### config.mk
export PLATFORM = sky130hd
export DESIGN_NAME = alu_ctrl_md_flat
export DESIGN_NICKNAME = d
export VERILOG_FILES = /design/src/rtl/alu_ctrl_md_pkg.sv /design/src/rtl/alu_ctrl_md_if.sv /design/src/rtl/alu_ctrl_md_md_seq.sv /design/src/rtl/alu_ctrl_md.sv /design/src/flat_wrapper.sv
export SDC_FILE = /design/constraint.sdc
export NUM_CORES = 1
export LEC_CHECK = 0
export CAP_MARGIN = 10
export CORE_UTILIZATION = 61
export CTS_BUF_LIST = sky130_fd_sc_hd__clkbuf_16
export DETAILED_ROUTE_END_ITERATION = 6
export HOLD_SLACK_MARGIN = 0.06
export PLACE_DENSITY = 0.87
export SLEW_MARGIN = 10
export SYNTH_ARGS = -nofsm -noshare
export SYNTH_HDL_FRONTEND = slang
export SYNTH_SLANG_ARGS = --single-unit
### constraint.sdc
create_clock -name clk -period 7.6 [get_ports clk]
set_input_delay 2.28 -clock clk [delete_from_list [all_inputs] [get_ports clk]]
set_output_delay 2.28 -clock clk [all_outputs]
set_load 0.02 [all_outputs]
### src/rtl/alu_ctrl_md_pkg.sv
// alu_ctrl_pkg: ALU control codes, function-field constants, multiply/divide
// FSM state encoding and small decode helpers shared by the ALU control block.
// Optional feature macro: ALU_CTRL_MD_DIV_EN (enables DIV/DIVU support).
package alu_ctrl_pkg;

    localparam logic [2:0] ALU_AND = 3'b000;
    localparam logic [2:0] ALU_OR  = 3'b001;
    localparam logic [2:0] ALU_ADD = 3'b010;
    localparam logic [2:0] ALU_ILL = 3'b011;
    localparam logic [2:0] ALU_NOR = 3'b100;
    localparam logic [2:0] ALU_SUB = 3'b110;
    localparam logic [2:0] ALU_SLT = 3'b111;

    localparam logic [1:0] ALUOP_ADD   = 2'b00;
    localparam logic [1:0] ALUOP_SUB   = 2'b01;
    localparam logic [1:0] ALUOP_RTYPE = 2'b10;
    localparam logic [1:0] ALUOP_OR    = 2'b11;

    localparam logic [5:0] F_ADD   = 6'b100000;
    localparam logic [5:0] F_SUB   = 6'b100010;
    localparam logic [5:0] F_AND   = 6'b100100;
    localparam logic [5:0] F_OR    = 6'b100101;
    localparam logic [5:0] F_NOR   = 6'b100111;
    localparam logic [5:0] F_SLT   = 6'b101010;
    localparam logic [5:0] F_MULT  = 6'b011000;
    localparam logic [5:0] F_MULTU = 6'b011001;
    localparam logic [5:0] F_DIV   = 6'b011010;
    localparam logic [5:0] F_DIVU  = 6'b011011;
    localparam logic [5:0] F_MFHI  = 6'b010000;
    localparam logic [5:0] F_MTHI  = 6'b010001;
    localparam logic [5:0] F_MFLO  = 6'b010010;
    localparam logic [5:0] F_MTLO  = 6'b010011;

    typedef enum logic [2:0] {
        S_IDLE = 3'd0,
        S_MUL  = 3'd1,
`ifdef ALU_CTRL_MD_DIV_EN
        S_DIV  = 3'd2,
`endif
        S_FIX  = 3'd3,
        S_DONE = 3'd4
    } md_state_e;

    // Any funct that touches HI/LO or the multiply/divide unit.
    function automatic logic is_md_funct(input logic [5:0] f);
        logic r;
        case (f)
            F_MULT, F_MULTU, F_MFHI, F_MFLO, F_MTHI, F_MTLO: r = 1'b1;
`ifdef ALU_CTRL_MD_DIV_EN
            F_DIV, F_DIVU: r = 1'b1;
`endif
            default: r = 1'b0;
        endcase
        return r;
    endfunction

    // Functs that launch an iterative operation.
    function automatic logic is_md_start(input logic [5:0] f);
        logic r;
        case (f)
            F_MULT, F_MULTU: r = 1'b1;
`ifdef ALU_CTRL_MD_DIV_EN
            F_DIV, F_DIVU: r = 1'b1;
`endif
            default: r = 1'b0;
        endcase
        return r;
    endfunction

    function automatic logic is_div_funct(input logic [5:0] f);
        return (f == F_DIV) || (f == F_DIVU);
    endfunction

endpackage

### src/rtl/alu_ctrl_md_if.sv
// Instruction/operand bus and result bus of the ALU control + multiply/divide block.
// Optional feature macro: ALU_CTRL_MD_DIV_EN (enables DIV/DIVU support).
interface alu_ctrl_md_if
    import alu_ctrl_pkg::*;
#(
    parameter int WIDTH = 32
);
    logic             valid_in;
    logic [1:0]       alu_op;
    logic [5:0]       funct;
    logic [WIDTH-1:0] op_a;
    logic [WIDTH-1:0] op_b;
    logic [2:0]       alu_ctrl;
    logic             illegal;
    logic             md_busy;
    logic             md_done;
    logic             stall;
    logic [WIDTH-1:0] hi;
    logic [WIDTH-1:0] lo;

    modport master (
        output valid_in, alu_op, funct, op_a, op_b,
        input  alu_ctrl, illegal, md_busy, md_done, stall, hi, lo
    );

    modport slave (
        input  valid_in, alu_op, funct, op_a, op_b,
        output alu_ctrl, illegal, md_busy, md_done, stall, hi, lo
    );
endinterface

### src/rtl/alu_ctrl_md_md_seq.sv
// md_seq: one-bit-per-cycle multiply/divide datapath working on operand
// magnitudes, with combinational sign correction of the final result.
// Optional feature macro: ALU_CTRL_MD_DIV_EN (restoring divider present).
module md_seq
    import alu_ctrl_pkg::*;
#(
    parameter int WIDTH = 32
) (
    input  logic             clk,
    input  logic             reset,
    input  logic             start_i,
`ifdef ALU_CTRL_MD_DIV_EN
    input  logic             is_div_i,
`endif
    input  logic             is_signed_i,
    input  logic [WIDTH-1:0] op_a_i,
    input  logic [WIDTH-1:0] op_b_i,
    input  logic             step_i,
    output logic [WIDTH-1:0] res_hi_o,
    output logic [WIDTH-1:0] res_lo_o
);

    // Two's-complement magnitude / negation helper.
    function automatic logic [WIDTH-1:0] neg_if(input logic [WIDTH-1:0] v, input logic neg);
        return neg ? (~v + WIDTH'(1)) : v;
    endfunction

    // acc: upper product half / partial remainder; q: multiplier / quotient
    logic [WIDTH-1:0]   acc_q, acc_d, q_q, q_d, m_q, m_d;
    logic               neg_res_q, neg_res_d;
    logic [WIDTH:0]     mul_sum_s;
    logic [2*WIDTH-1:0] prod_s, prod_neg_s;
    logic               a_neg_s, b_neg_s;
`ifdef ALU_CTRL_MD_DIV_EN
    logic               div_q, div_d, neg_a_q, neg_a_d;
    logic [WIDTH:0]     div_shift_s, div_diff_s;
`endif

    // Per-step arithmetic terms.
    always_comb begin
        a_neg_s   = is_signed_i & op_a_i[WIDTH-1];
        b_neg_s   = is_signed_i & op_b_i[WIDTH-1];
        mul_sum_s = {1'b0, acc_q} + (q_q[0] ? {1'b0, m_q} : {(WIDTH+1){1'b0}});
`ifdef ALU_CTRL_MD_DIV_EN
        div_shift_s = {acc_q, q_q[WIDTH-1]};
        div_diff_s  = div_shift_s - {1'b0, m_q};
`endif
    end

    // Next state of the operand/partial-result registers: load, step or hold.
    always_comb begin
        acc_d     = acc_q;
        q_d       = q_q;
        m_d       = m_q;
        neg_res_d = neg_res_q;
`ifdef ALU_CTRL_MD_DIV_EN
        div_d     = div_q;
        neg_a_d   = neg_a_q;
`endif
        if (start_i) begin
            acc_d     = {WIDTH{1'b0}};
            q_d       = neg_if(op_a_i, a_neg_s);
            m_d       = neg_if(op_b_i, b_neg_s);
            neg_res_d = a_neg_s ^ b_neg_s;
`ifdef ALU_CTRL_MD_DIV_EN
            div_d     = is_div_i;
            neg_a_d   = a_neg_s;
`endif
        end else if (step_i) begin
`ifdef ALU_CTRL_MD_DIV_EN
            if (div_q) begin
                // restoring step: subtract only when the shifted remainder covers the divisor
                if (div_shift_s >= {1'b0, m_q}) begin
                    acc_d = div_diff_s[WIDTH-1:0];
                    q_d   = {q_q[WIDTH-2:0], 1'b1};
                end else begin
                    acc_d = div_shift_s[WIDTH-1:0];
                    q_d   = {q_q[WIDTH-2:0], 1'b0};
                end
            end else begin
                acc_d = mul_sum_s[WIDTH:1];
                q_d   = {mul_sum_s[0], q_q[WIDTH-1:1]};
            end
`else
            acc_d = mul_sum_s[WIDTH:1];
            q_d   = {mul_sum_s[0], q_q[WIDTH-1:1]};
`endif
        end else begin
            acc_d = acc_q;
        end
    end

    // Operand and partial-result registers.
    always_ff @(posedge clk) begin
        if (reset) begin
            acc_q     <= {WIDTH{1'b0}};
            q_q       <= {WIDTH{1'b0}};
            m_q       <= {WIDTH{1'b0}};
            neg_res_q <= 1'b0;
`ifdef ALU_CTRL_MD_DIV_EN
            div_q     <= 1'b0;
            neg_a_q   <= 1'b0;
`endif
        end else begin
            acc_q     <= acc_d;
            q_q       <= q_d;
            m_q       <= m_d;
            neg_res_q <= neg_res_d;
`ifdef ALU_CTRL_MD_DIV_EN
            div_q     <= div_d;
            neg_a_q   <= neg_a_d;
`endif
        end
    end

    // Sign correction of the finished magnitude result.
    always_comb begin
        prod_s     = {acc_q, q_q};
        prod_neg_s = ~prod_s + {{(2*WIDTH-1){1'b0}}, 1'b1};
        res_hi_o   = acc_q;
        res_lo_o   = q_q;
`ifdef ALU_CTRL_MD_DIV_EN
        if (div_q) begin
            res_lo_o = neg_if(q_q, neg_res_q);
            res_hi_o = neg_if(acc_q, neg_a_q);
        end else if (neg_res_q) begin
            {res_hi_o, res_lo_o} = prod_neg_s;
        end else begin
            {res_hi_o, res_lo_o} = prod_s;
        end
`else
        if (neg_res_q) begin
            {res_hi_o, res_lo_o} = prod_neg_s;
        end else begin
            {res_hi_o, res_lo_o} = prod_s;
        end
`endif
    end

endmodule

### src/rtl/alu_ctrl_md.sv
// alu_ctrl_md: ALU control decode plus HI/LO multiply/divide sequencing and
// pipeline stall generation. Iteration datapath lives in md_seq.
// Optional feature macro: ALU_CTRL_MD_DIV_EN (DIV/DIVU accepted when defined,
// otherwise decoded as illegal).
module alu_ctrl_md
    import alu_ctrl_pkg::*;
#(
    parameter int WIDTH = 32
) (
    input  logic          clk,
    input  logic          reset,
    alu_ctrl_md_if.slave  bus
);

    localparam int            CW       = $clog2(WIDTH);
    localparam logic [CW-1:0] LAST_CNT = CW'(WIDTH - 1);

    md_state_e        state_q, state_d;
    logic [CW-1:0]    cnt_q, cnt_d;
    logic [WIDTH-1:0] hi_q, hi_d, lo_q, lo_d;
    logic [WIDTH-1:0] res_hi_s, res_lo_s;
    logic [2:0]       alu_ctrl_s;
    logic             illegal_s, is_md_s, can_issue_s, start_op_s, div0_s;
    logic             seq_start_s, seq_step_s, md_busy_s, md_done_s, stall_s, op_signed_s;

    // ALU control decode; MD functs select ADD so the ALU stays harmless.
    always_comb begin
        alu_ctrl_s = ALU_ILL;
        illegal_s  = 1'b0;
        case (bus.alu_op)
            ALUOP_ADD: alu_ctrl_s = ALU_ADD;
            ALUOP_SUB: alu_ctrl_s = ALU_SUB;
            ALUOP_OR:  alu_ctrl_s = ALU_OR;
            ALUOP_RTYPE: begin
                case (bus.funct)
                    F_ADD: alu_ctrl_s = ALU_ADD;
                    F_SUB: alu_ctrl_s = ALU_SUB;
                    F_AND: alu_ctrl_s = ALU_AND;
                    F_OR:  alu_ctrl_s = ALU_OR;
                    F_NOR: alu_ctrl_s = ALU_NOR;
                    F_SLT: alu_ctrl_s = ALU_SLT;
                    F_MULT, F_MULTU, F_MFHI, F_MFLO, F_MTHI, F_MTLO: alu_ctrl_s = ALU_ADD;
`ifdef ALU_CTRL_MD_DIV_EN
                    F_DIV, F_DIVU: alu_ctrl_s = ALU_ADD;
`endif
                    default: begin
                        alu_ctrl_s = ALU_ILL;
                        illegal_s  = 1'b1;
                    end
                endcase
            end
            default: alu_ctrl_s = ALU_ILL;
        endcase
    end

    // Issue qualification: MD instruction present, unit free, divide-by-zero shortcut.
    always_comb begin
        is_md_s     = bus.valid_in && (bus.alu_op == ALUOP_RTYPE) && is_md_funct(bus.funct);
        can_issue_s = (state_q == S_IDLE) || (state_q == S_DONE);
        stall_s     = is_md_s && md_busy_s;
        start_op_s  = is_md_s && can_issue_s && is_md_start(bus.funct);
        op_signed_s = (bus.funct == F_MULT) || (bus.funct == F_DIV);
`ifdef ALU_CTRL_MD_DIV_EN
        div0_s      = start_op_s && is_div_funct(bus.funct) && (bus.op_b == {WIDTH{1'b0}});
`else
        div0_s      = 1'b0;
`endif
        seq_start_s = start_op_s && !div0_s;
    end

    // FSM state register.
    always_ff @(posedge clk) begin
        if (reset) begin
            state_q <= S_IDLE;
        end else begin
            state_q <= state_d;
        end
    end

    // FSM next-state logic.
    always_comb begin
        state_d = state_q;
        case (state_q)
            S_IDLE, S_DONE: begin
                if (!start_op_s) begin
                    state_d = S_IDLE;
                end else if (div0_s) begin
                    state_d = S_DONE;
`ifdef ALU_CTRL_MD_DIV_EN
                end else if (is_div_funct(bus.funct)) begin
                    state_d = S_DIV;
`endif
                end else begin
                    state_d = S_MUL;
                end
            end
            S_MUL:   state_d = (cnt_q == LAST_CNT) ? S_FIX : S_MUL;
`ifdef ALU_CTRL_MD_DIV_EN
            S_DIV:   state_d = (cnt_q == LAST_CNT) ? S_FIX : S_DIV;
`endif
            S_FIX:   state_d = S_DONE;
            default: state_d = S_IDLE;
        endcase
    end

    // FSM outputs decoded from the current state.
    always_comb begin
        md_done_s = (state_q == S_DONE);
`ifdef ALU_CTRL_MD_DIV_EN
        seq_step_s = (state_q == S_MUL) || (state_q == S_DIV);
`else
        seq_step_s = (state_q == S_MUL);
`endif
        md_busy_s = seq_step_s || (state_q == S_FIX);
    end

    // HI/LO and iteration counter next values.
    always_comb begin
        hi_d = hi_q;
        lo_d = lo_q;
        if (state_q == S_FIX) begin
            hi_d = res_hi_s;
            lo_d = res_lo_s;
        end else if (div0_s) begin
            hi_d = bus.op_a;
            lo_d = {WIDTH{1'b1}};
        end else if (is_md_s && can_issue_s && (bus.funct == F_MTHI)) begin
            hi_d = bus.op_a;
        end else if (is_md_s && can_issue_s && (bus.funct == F_MTLO)) begin
            lo_d = bus.op_a;
        end else begin
            hi_d = hi_q;
        end
        if (start_op_s) begin
            cnt_d = {CW{1'b0}};
        end else if (seq_step_s) begin
            cnt_d = cnt_q + CW'(1);
        end else begin
            cnt_d = cnt_q;
        end
    end

    // HI/LO and counter registers.
    always_ff @(posedge clk) begin
        if (reset) begin
            hi_q  <= {WIDTH{1'b0}};
            lo_q  <= {WIDTH{1'b0}};
            cnt_q <= {CW{1'b0}};
        end else begin
            hi_q  <= hi_d;
            lo_q  <= lo_d;
            cnt_q <= cnt_d;
        end
    end

    md_seq #(.WIDTH(WIDTH)) u_md_seq (
        .clk         (clk),
        .reset       (reset),
        .start_i     (seq_start_s),
`ifdef ALU_CTRL_MD_DIV_EN
        .is_div_i    (is_div_funct(bus.funct)),
`endif
        .is_signed_i (op_signed_s),
        .op_a_i      (bus.op_a),
        .op_b_i      (bus.op_b),
        .step_i      (seq_step_s),
        .res_hi_o    (res_hi_s),
        .res_lo_o    (res_lo_s)
    );

    assign bus.alu_ctrl = alu_ctrl_s;
    assign bus.illegal  = illegal_s;
    assign bus.md_busy  = md_busy_s;
    assign bus.md_done  = md_done_s;
    assign bus.stall    = stall_s;
    assign bus.hi       = hi_q;
    assign bus.lo       = lo_q;

endmodule
### src/flat_wrapper.sv
// flat-port wrapper written by rule: the top's interface ports become plain ports
module alu_ctrl_md_flat import alu_ctrl_pkg::*;
#(
    parameter int WIDTH = 32
)
  (clk, reset, bus_valid_in, bus_alu_op, bus_funct, bus_op_a, bus_op_b, bus_alu_ctrl, bus_illegal, bus_md_busy, bus_md_done, bus_stall, bus_hi, bus_lo);
  alu_ctrl_md_if #(.WIDTH(WIDTH)) bus_i ();
  input  logic clk;
  input  logic reset;
  input wire logic [$bits(bus_i.valid_in)-1:0] bus_valid_in;
  input wire logic [$bits(bus_i.alu_op)-1:0] bus_alu_op;
  input wire logic [$bits(bus_i.funct)-1:0] bus_funct;
  input wire logic [$bits(bus_i.op_a)-1:0] bus_op_a;
  input wire logic [$bits(bus_i.op_b)-1:0] bus_op_b;
  output wire logic [$bits(bus_i.alu_ctrl)-1:0] bus_alu_ctrl;
  output wire logic [$bits(bus_i.illegal)-1:0] bus_illegal;
  output wire logic [$bits(bus_i.md_busy)-1:0] bus_md_busy;
  output wire logic [$bits(bus_i.md_done)-1:0] bus_md_done;
  output wire logic [$bits(bus_i.stall)-1:0] bus_stall;
  output wire logic [$bits(bus_i.hi)-1:0] bus_hi;
  output wire logic [$bits(bus_i.lo)-1:0] bus_lo;
  assign bus_i.valid_in = bus_valid_in;
  assign bus_i.alu_op = bus_alu_op;
  assign bus_i.funct = bus_funct;
  assign bus_i.op_a = bus_op_a;
  assign bus_i.op_b = bus_op_b;
  assign bus_alu_ctrl = bus_i.alu_ctrl;
  assign bus_illegal = bus_i.illegal;
  assign bus_md_busy = bus_i.md_busy;
  assign bus_md_done = bus_i.md_done;
  assign bus_stall = bus_i.stall;
  assign bus_hi = bus_i.hi;
  assign bus_lo = bus_i.lo;
  alu_ctrl_md #(.WIDTH(WIDTH)) u_core (.clk(clk), .reset(reset), .bus(bus_i));
endmodule
==> results of run 1 <==
==> worst max-delay path by stage <==
stage | end | cells after the start
2_1_floorplan | bus_stall | 4
3_3_place_gp | bus_alu_ctrl[0] | 8
3_5_place_dp | bus_alu_ctrl[0] | 8
4_1_cts | bus_alu_ctrl[0] | 8
5_1_grt | bus_alu_ctrl[0] | 8
6_report | bus_alu_ctrl[0] | 8
==> final cells by class <==
| cell class | instances | area (um2) | share of cell area |
|---|---|---|---|
| timing repair buffer | 155 | 1520 | 0.115 |
| multi-input combinational | 1195 | 7430 | 0.562 |
| tap | 229 | 287 | 0.0216 |
| clock buffer | 17 | 425 | 0.0321 |
| inverter | 15 | 56.3 | 0.00425 |
| clock inverter | 15 | 126 | 0.00955 |
| sequential | 169 | 3380 | 0.256 |
==> power breakdown <==
part / total, mW / internal (mW) / leakage (nW) / switching [mW]
registers: 0.889 / 0.887 / 1.36 / 0.00185
clock network: 0.828 / 0.450 / 0.263 / 0.378
logic: 0.153 / 0.0650 / 3.58 / 0.0876
total: 1.87 / 1.40 / 5.20 / 0.468
==> registers in the layout (all words and copies together), names as in the netlist <==
register / cells
u_core.bus.hi: 32
u_core.bus.lo: 32
u_core.u_md_seq.acc_q: 32
u_core.u_md_seq.m_q: 32
u_core.u_md_seq.q_q: 32
u_core.cnt_q: 5
u_core.state_q: 3
u_core.u_md_seq.neg_res_q: 1
==> routing by layer <==
layer	vias to the layer above	track usage	part of all wire
li1	5434	-	-
met1	5339	0.449	0.41
met2	621	0.602	0.47
met3	109	0.0578	0.086
met4	0	0.161	0.036
met5	-	0	0
==> worst register-to-register path, delay by kind of cell, from the launching register on <==
family                     cells  cell delay, ns
AOI/OAI and AO/OA              7            2.31
adders and majority gates      2            0.46
buffers and inverters          1            0.29
DFF                            1            0.31
muxes                          1            0.41
and+or+nand+nor                1            0.23
==> synthesized netlist by cell type (25+ instances only) <==
library cell    n  share of area
nand2_1       189          0.064
nor2_1        174          0.058
dfxtp_1       169           0.30
a21oi_1        88          0.039
xor2_1         88          0.069
clkbuf_1       87          0.029
o21ai_0        87          0.039
xnor2_1        63          0.049
a211oi_1       46          0.031
nand3_1        44          0.020
and2_1         38          0.021
ha_1           37          0.041
mux2i_1        36          0.032
o22ai_1        32          0.018
o31ai_1        28          0.019
a221oi_1       25          0.020
==> logic make-up after synthesis <==
| kind of cell | share of synthesized area |
|---|---|
| multiplexers | 0.0343 |
| buffers and inverters | 0.0349 |
| adder cells (fa/ha/maj) | 0.0432 |
| AND/OR/NAND/NOR | 0.245 |
| AO/OA/AOI/OAI | 0.221 |
| flip-flops | 0.303 |
| XOR/XNOR | 0.118 |
==> results.toml, run 1 <==
[floorplanning]
initial_core_util = 0.622
die_area_um2 = 18900
design.core.area_um2 = 18000
ioPinCount = 146
die_height_um = 137
rows = 49
die_w_um = 137

[setup_path]
worstReg2RegEnd = "u_core.u_md_seq.acc_q[27]"
cp.required_ns = 5.32
worstSetupEndpointType = "primary output"
crit_arrival_ns = 4.33
critPathKind = "in2out"
crit_chain = "clkdlybuf4s50_1 -> inv_1 -> nand2_1 -> o22a_1 -> o22ai_1 -> a31oi_1 -> o31a_1 -> clkdlybuf4s50_1"
r2r_start = "u_core.u_md_seq.q_q[0]"
critPathMaxFanout = 6
startpoint = "bus_funct[0]"
ff2ff_path_depth = 12
max_stage_delay_ns = 0.53
path_buf_inv = 3
path_delay_family = "buffers and inverters"
rrSetupSlack_ns = 3.51
crit_slowest_cell = "clkdlybuf4s50_1"
crit_path_frequent_cell = "clkdlybuf4s50_1"
crit_path_start_kind = "primary input"

[synthesis]
ys_ff_latch = 169
yosysSeqAreaShare = 0.303
postSynthAreaPerCell_um2 = 7.61
synth_ff_type = "dfxtp_1"
yosys.cell_types.count = 57
synth.net_count = 1581
synth_edf_count = 0
async_flop_share = 0
synth_cells = 1468
syn_area_um2 = 11200
yosys_warnings = 0

[finish]
final_cell_area_um2 = 13200
areaGrowthSynthToFinish_pct = 18.5
antenna_cells = 0
mostFrequentLayoutCell = "nand2_1"
final_cells = 1795
finalCoreUtilization = 0.737
nets = 1666
final_cell_mix = "nand2_1, nor2_1, dfxtp_1"
fillers = 1413
drive_gt1_frac = 0.0466

[min_path]
whs_path_depth = 2
hold_path.class = "reg2reg"
hp-start = "u_core.u_md_seq.m_q[25]"
holdPathEnd = "u_core.u_md_seq.m_q[25]"

[timing]
tns_ns = 0
maxSlewViolCount = 0
finalHoldViolations = 0
fmax_ghz = 0.151
fin_crit_sh = 0.870
fin_crit_ns = 6.61
postLayoutSetupSlackWorst_ns = 0.988
setup_viol = 0
worstMarginPinSlew_ns = 1.24
whs_ns = 0.450
fin_worst_skew_ns = 0.00817
rsz0062_at_grt = "no"
maxSlewHeadroom = 0.176

[global_routing]
grt_max_degree = 66
antenna_found_initial = 0
track_usage = 0.358
grt_pass1_wl_um = 52700
grt_overflow = 0
first_global_vias = 10400

[drt]
routed_wl_um = 33600
vias = 11500
drtIter0Drc = 1117
first_pass_iters = 5
viasPerCell = 6.41
postRouteAntennaNets = 0
wl_per_cell_um = 18.7
drcViolationCount = 0

[clocking]
postCtsSetupBuffers = 0
cts-buffers-inserted = 17
cts_sinks = 169
clock_latency_ns = 0.44
cts_hold_buf = 0
htree_levels = 4
post_cts_resized = 0
cts_buffer_depth = 2
cts_tree = "built"
clk_pin_slew_ns = 0.06
cts-root-buf = "clkbuf_16"

[outcome]
status = "completed"

[placed_design]
place.gp.congestion = 0.953
place_ws_ns = 1.05
dp_cells = 1763
hpwl_um = 24200
port_buffers = 145
place_area_um2 = 12700

[power_and_ir_drop]
power.total_mw = 1.87
peakVddDrop_mv = 0.142
power_density_nw_per_um2 = 141
leakage_nw = 5.20

[flow_run]
drv_cap = 0
No activity file was read; power rests on OpenSTA's default activity.
==> inputs of run 2 (changes only) <==
--- a/config.mk
+++ b/config.mk
@@ -6,11 +6,12 @@
 export NUM_CORES = 1
 export LEC_CHECK = 0
 export CAP_MARGIN = 10
-export CORE_UTILIZATION = 61
+export CORE_UTILIZATION = 65
 export CTS_BUF_LIST = sky130_fd_sc_hd__clkbuf_16
 export DETAILED_ROUTE_END_ITERATION = 6
+export DONT_BUFFER_PORTS = 1
 export HOLD_SLACK_MARGIN = 0.06
-export PLACE_DENSITY = 0.87
+export PLACE_DENSITY = 0.81
 export SLEW_MARGIN = 10
 export SYNTH_ARGS = -nofsm -noshare
 export SYNTH_HDL_FRONTEND = slang
==> results.toml, run 2 (synthesis gave the netlist of run 1 again) <==
[outcome]
status = "completed"

[setup_path]
max_stage_delay_ns = 0.63
crit_arrival_ns = 3.51
path_delay_family = "compound AO/OA/AOI/OAI gates"
worstSetupEndpointType = "primary output"
crit_slowest_cell = "a211oi_1"
path_buf_inv = 0
critPathMaxFanout = 6
cp.required_ns = 5.32
crit_chain = "nand2b_1 -> nor2_1 -> nand3_1 -> a211oi_1"
critPathKind = "in2out"
crit_path_start_kind = "primary input"

[placed_design]
place.gp.congestion = 0.924
dp_cells = 1607
hpwl_um = 22600
place_area_um2 = 11200
port_buffers = 0
place_ws_ns = 1.81

[drt]
drcViolationCount = 0
routed_wl_um = 31500
viasPerCell = 6.52
vias = 10700
first_pass_iters = 7
postRouteAntennaNets = 0
wl_per_cell_um = 19.2
drtIter0Drc = 816

[timing]
rsz0062_at_grt = "no"
maxSlewHeadroom = 0.228
fmax_ghz = 0.173
maxSlewViolCount = 0
worstMarginPinSlew_ns = 1.16
whs_ns = 0.455
postLayoutSetupSlackWorst_ns = 1.81
fin_worst_skew_ns = 0.00618
finalHoldViolations = 0
fin_crit_sh = 0.762
fin_crit_ns = 5.79
setup_viol = 0
tns_ns = 0

[finish]
final_cell_area_um2 = 11800
drive_gt1_frac = 0.0493
final_cell_mix = "nand2_1, nor2_1, dfxtp_1"
mostFrequentLayoutCell = "nand2_1"
areaGrowthSynthToFinish_pct = 5.70
nets = 1519
antenna_cells = 0
final_cells = 1639

[floorplanning]
ioPinCount = 146
die_area_um2 = 17700
initial_core_util = 0.669
die_w_um = 133
die_height_um = 133
design.core.area_um2 = 16700
rows = 47

[clocking]
cts_hold_buf = 0
cts-root-buf = "clkbuf_16"
htree_levels = 4
post_cts_resized = 0
cts_tree = "built"
postCtsSetupBuffers = 0
cts-buffers-inserted = 17
cts_buffer_depth = 2
clock_latency_ns = 0.44
clk_pin_slew_ns = 0.07
cts_sinks = 169

[global_routing]
grt_max_degree = 110
grt_pass1_wl_um = 49400
antenna_found_initial = 0
first_global_vias = 9731
track_usage = 0.349
grt_overflow = 0

[power_and_ir_drop]
leakage_nw = 4.68
power_density_nw_per_um2 = 157
peakVddDrop_mv = 0.165

[flow_run]
drv_cap = 0

[min_path]
hold_path.class = "reg2reg"
==> run 2: per-layer routing <==
metal | track usage | up-vias | wire (um)
li1 | - | 5149 | -
met1 | 0.418 | 4953 | 12800
met2 | 0.589 | 502 | 14800
met3 | 0.0784 | 86 | 2530
met4 | 0.173 | 0 | 1400
met5 | 0 | - | 0
==> run 2: stage by stage <==
step           power, mW  utilization
6_report            1.86        0.707
5_1_grt             1.90        0.707
4_1_cts             1.86        0.707
3_5_place_dp       0.980        0.671
3_3_place_gp       0.979        0.671
2_1_floorplan      0.975            -
==> run 2: worst reg2reg max path: cells and delay by family (launching register included) <==
| family | cells | cell delay [ns] |
|---|---|---|
| compound gates | 7 | 2.10 |
| fa+ha+maj | 2 | 0.44 |
| mux | 1 | 0.40 |
| flops | 1 | 0.31 |
| buf+inv | 1 | 0.30 |
| simple gates | 1 | 0.20 |
==> run 2: power breakdown <==
group	internal (mW)	total, mW	switching (mW)
registers	0.887	0.890	0.00242
clock network	0.517	0.895	0.377
logic	0.0293	0.0719	0.0426
==> run 2: layout make-up <==
cell class	instances	area, um2
fill	1396	4890
multi-input combinational	1195	7430
clock inverter	15	176
clock buffer	17	425
timing repair buffer	8	60.1
tap	220	275
inverter	15	56.3
sequential	169	3380
==> run 2: final timing paths <==
path,from,slack (ns),to,depth (start not counted)
hold reg to reg,u_core.u_md_seq.m_q[29],0.46,u_core.u_md_seq.m_q[29],2
setup reg to reg,u_core.u_md_seq.q_q[0],3.78,u_core.u_md_seq.acc_q[27],12
hold / removal,u_core.u_md_seq.m_q[29],0.46,u_core.u_md_seq.m_q[29],2
setup / recovery,bus_funct[5],1.81,bus_stall,4
==> inputs of run 3 (changes only) <==
==> constraint.sdc (replaced) <==
create_clock -name clk -period 6.05 [get_ports clk]
set_input_delay 1.815 -clock clk [delete_from_list [all_inputs] [get_ports clk]]
set_output_delay 1.815 -clock clk [all_outputs]
set_load 0.02 [all_outputs]
==> results.toml, run 3 (synthesis gave the netlist of run 1 again) <==
[timing]
fmax_ghz = 0.207
rsz0062_at_grt = "no"
whs_ns = 0.447
finalHoldViolations = 0
maxSlewViolCount = 0
maxSlewHeadroom = 0.185
fin_crit_sh = 0.800
setup_viol = 0
postLayoutSetupSlackWorst_ns = 1.21
fin_worst_skew_ns = 0.0107
tns_ns = 0
fin_crit_ns = 4.84
worstMarginPinSlew_ns = 1.22

[finish]
antenna_cells = 0
nets = 1520
final_cell_mix = "nand2_1, nor2_1, dfxtp_1"
final_cells = 1639
mostFrequentLayoutCell = "nand2_1"
final_cell_area_um2 = 11800
drive_gt1_frac = 0.0479
finalCoreUtilization = 0.706
areaGrowthSynthToFinish_pct = 5.54

[clocking]
clock_latency_ns = 0.44
clk_pin_slew_ns = 0.06
cts_hold_buf = 0
cts-root-buf = "clkbuf_16"
cts-buffers-inserted = 17
postCtsSetupBuffers = 0
post_cts_resized = 0
htree_levels = 4
cts_sinks = 169
cts_buffer_depth = 2
cts_tree = "built"

[drt]
routed_wl_um = 32300
wl_per_cell_um = 19.7
vias = 10700
first_pass_iters = 5
postRouteAntennaNets = 0
drtIter0Drc = 1276
drcViolationCount = 0
viasPerCell = 6.50

[outcome]
status = "completed"

[setup_path]
crit_chain = "nand2b_1 -> nor2_1 -> nand3_1 -> a211oi_1"
rrSetupSlack_ns = 2.12
worstSetupEndpointType = "primary output"
path_delay_family = "compound AO/OA/AOI/OAI gates"
crit_slowest_cell = "a211oi_1"
critPathMaxFanout = 6
crit_arrival_ns = 3.02
path_buf_inv = 0
cp.required_ns = 4.24
crit_path_start_kind = "primary input"
critPathKind = "in2out"
max_stage_delay_ns = 0.63

[flow_run]
drv_cap = 0

[min_path]
hold_path.class = "reg2reg"

[power_and_ir_drop]
power_density_nw_per_um2 = 195
netSwitchingPower_mw = 0.535
p_int_mw = 1.76
p_seq_frac = 0.487
leakage_nw = 4.68
pwr-share-comb = 0.040
clock_power_share = 0.474
power.total_mw = 2.30
p_sw_frac = 0.233
peakVddDrop_mv = 0.202

[placed_design]
place_area_um2 = 11200
place_ws_ns = 1.22
hpwl_um = 22900
dp_cells = 1608
place.gp.congestion = 0.939
port_buffers = 0

[floorplanning]
ioPinCount = 146
die_w_um = 133
initial_core_util = 0.669
die_height_um = 133
rows = 47
die_area_um2 = 17700
design.core.area_um2 = 16700

[global_routing]
track_usage = 0.356
grt_pass1_wl_um = 50000
antenna_found_initial = 0
first_global_vias = 9866
grt_overflow = 0
grt_max_degree = 110
run 3: cell types whose count changed in the layout (fill, tap and decap cells not counted):
| cell | delta |
|---|---|
| clkinv_2 | -3 |
| buf_4 | +1 |
| bufinv_16 | -1 |
| clkinv_1 | +1 |
| clkinv_4 | +1 |
| clkinvlp_4 | -1 |
| inv_1 | +1 |
| inv_8 | +1 |
run 3: final cells by class:
class | count | area [um2]
Multi-Input combinational cell | 1195 | 7430
Fill cell | 1402 | 4910
Sequential cell | 169 | 3380
Clock buffer | 17 | 425
Tap cell | 220 | 275
Clock inverter | 14 | 151
Timing Repair Buffer | 9 | 67.6
Inverter | 15 | 56.3
run 3: final timing paths:
path | to | cells past startpoint | start
max | bus_stall | 4 | bus_funct[5]
min | u_core.u_md_seq.m_q[0] | 2 | u_core.u_md_seq.m_q[0]
max reg2reg | u_core.u_md_seq.acc_q[27] | 11 | u_core.u_md_seq.q_q[0]
min reg2reg | u_core.u_md_seq.m_q[0] | 2 | u_core.u_md_seq.m_q[0]
run 3: worst register-to-register path: stages, from the launching register on:
cell and delay (ns):
dfxtp_1 0.57, and2_1 0.23, ha_1 0.22, fa_1 0.23, a21oi_1 0.10, o21ai_0 0.28
o21ai_0 0.25, o31ai_1 0.58, a211oi_1 0.28, o41ai_1 0.57, mux2_2 0.40, o22ai_1 0.13
run 3: power groups by stage:
stage | logic, mW | clock network (mW) | registers (mW)
final | 0.0910 | 1.09 | 1.12
after global routing | 0.0983 | 1.13 | 1.12
after CTS | 0.0895 | 1.08 | 1.12
after detailed placement | 0.0888 | 0 | 1.14
after global placement | 0.0879 | 0 | 1.14
after floorplan | 0.0827 | 0 | 1.14
run 3: per-layer routing:
layer  GRT usage  vias up  routed length, um
li1            -     5128                  -
met1       0.428     4924              12900
met2       0.605      509              15200
met3      0.0830      100               2890
met4       0.160        0               1350
met5           0        -                  0
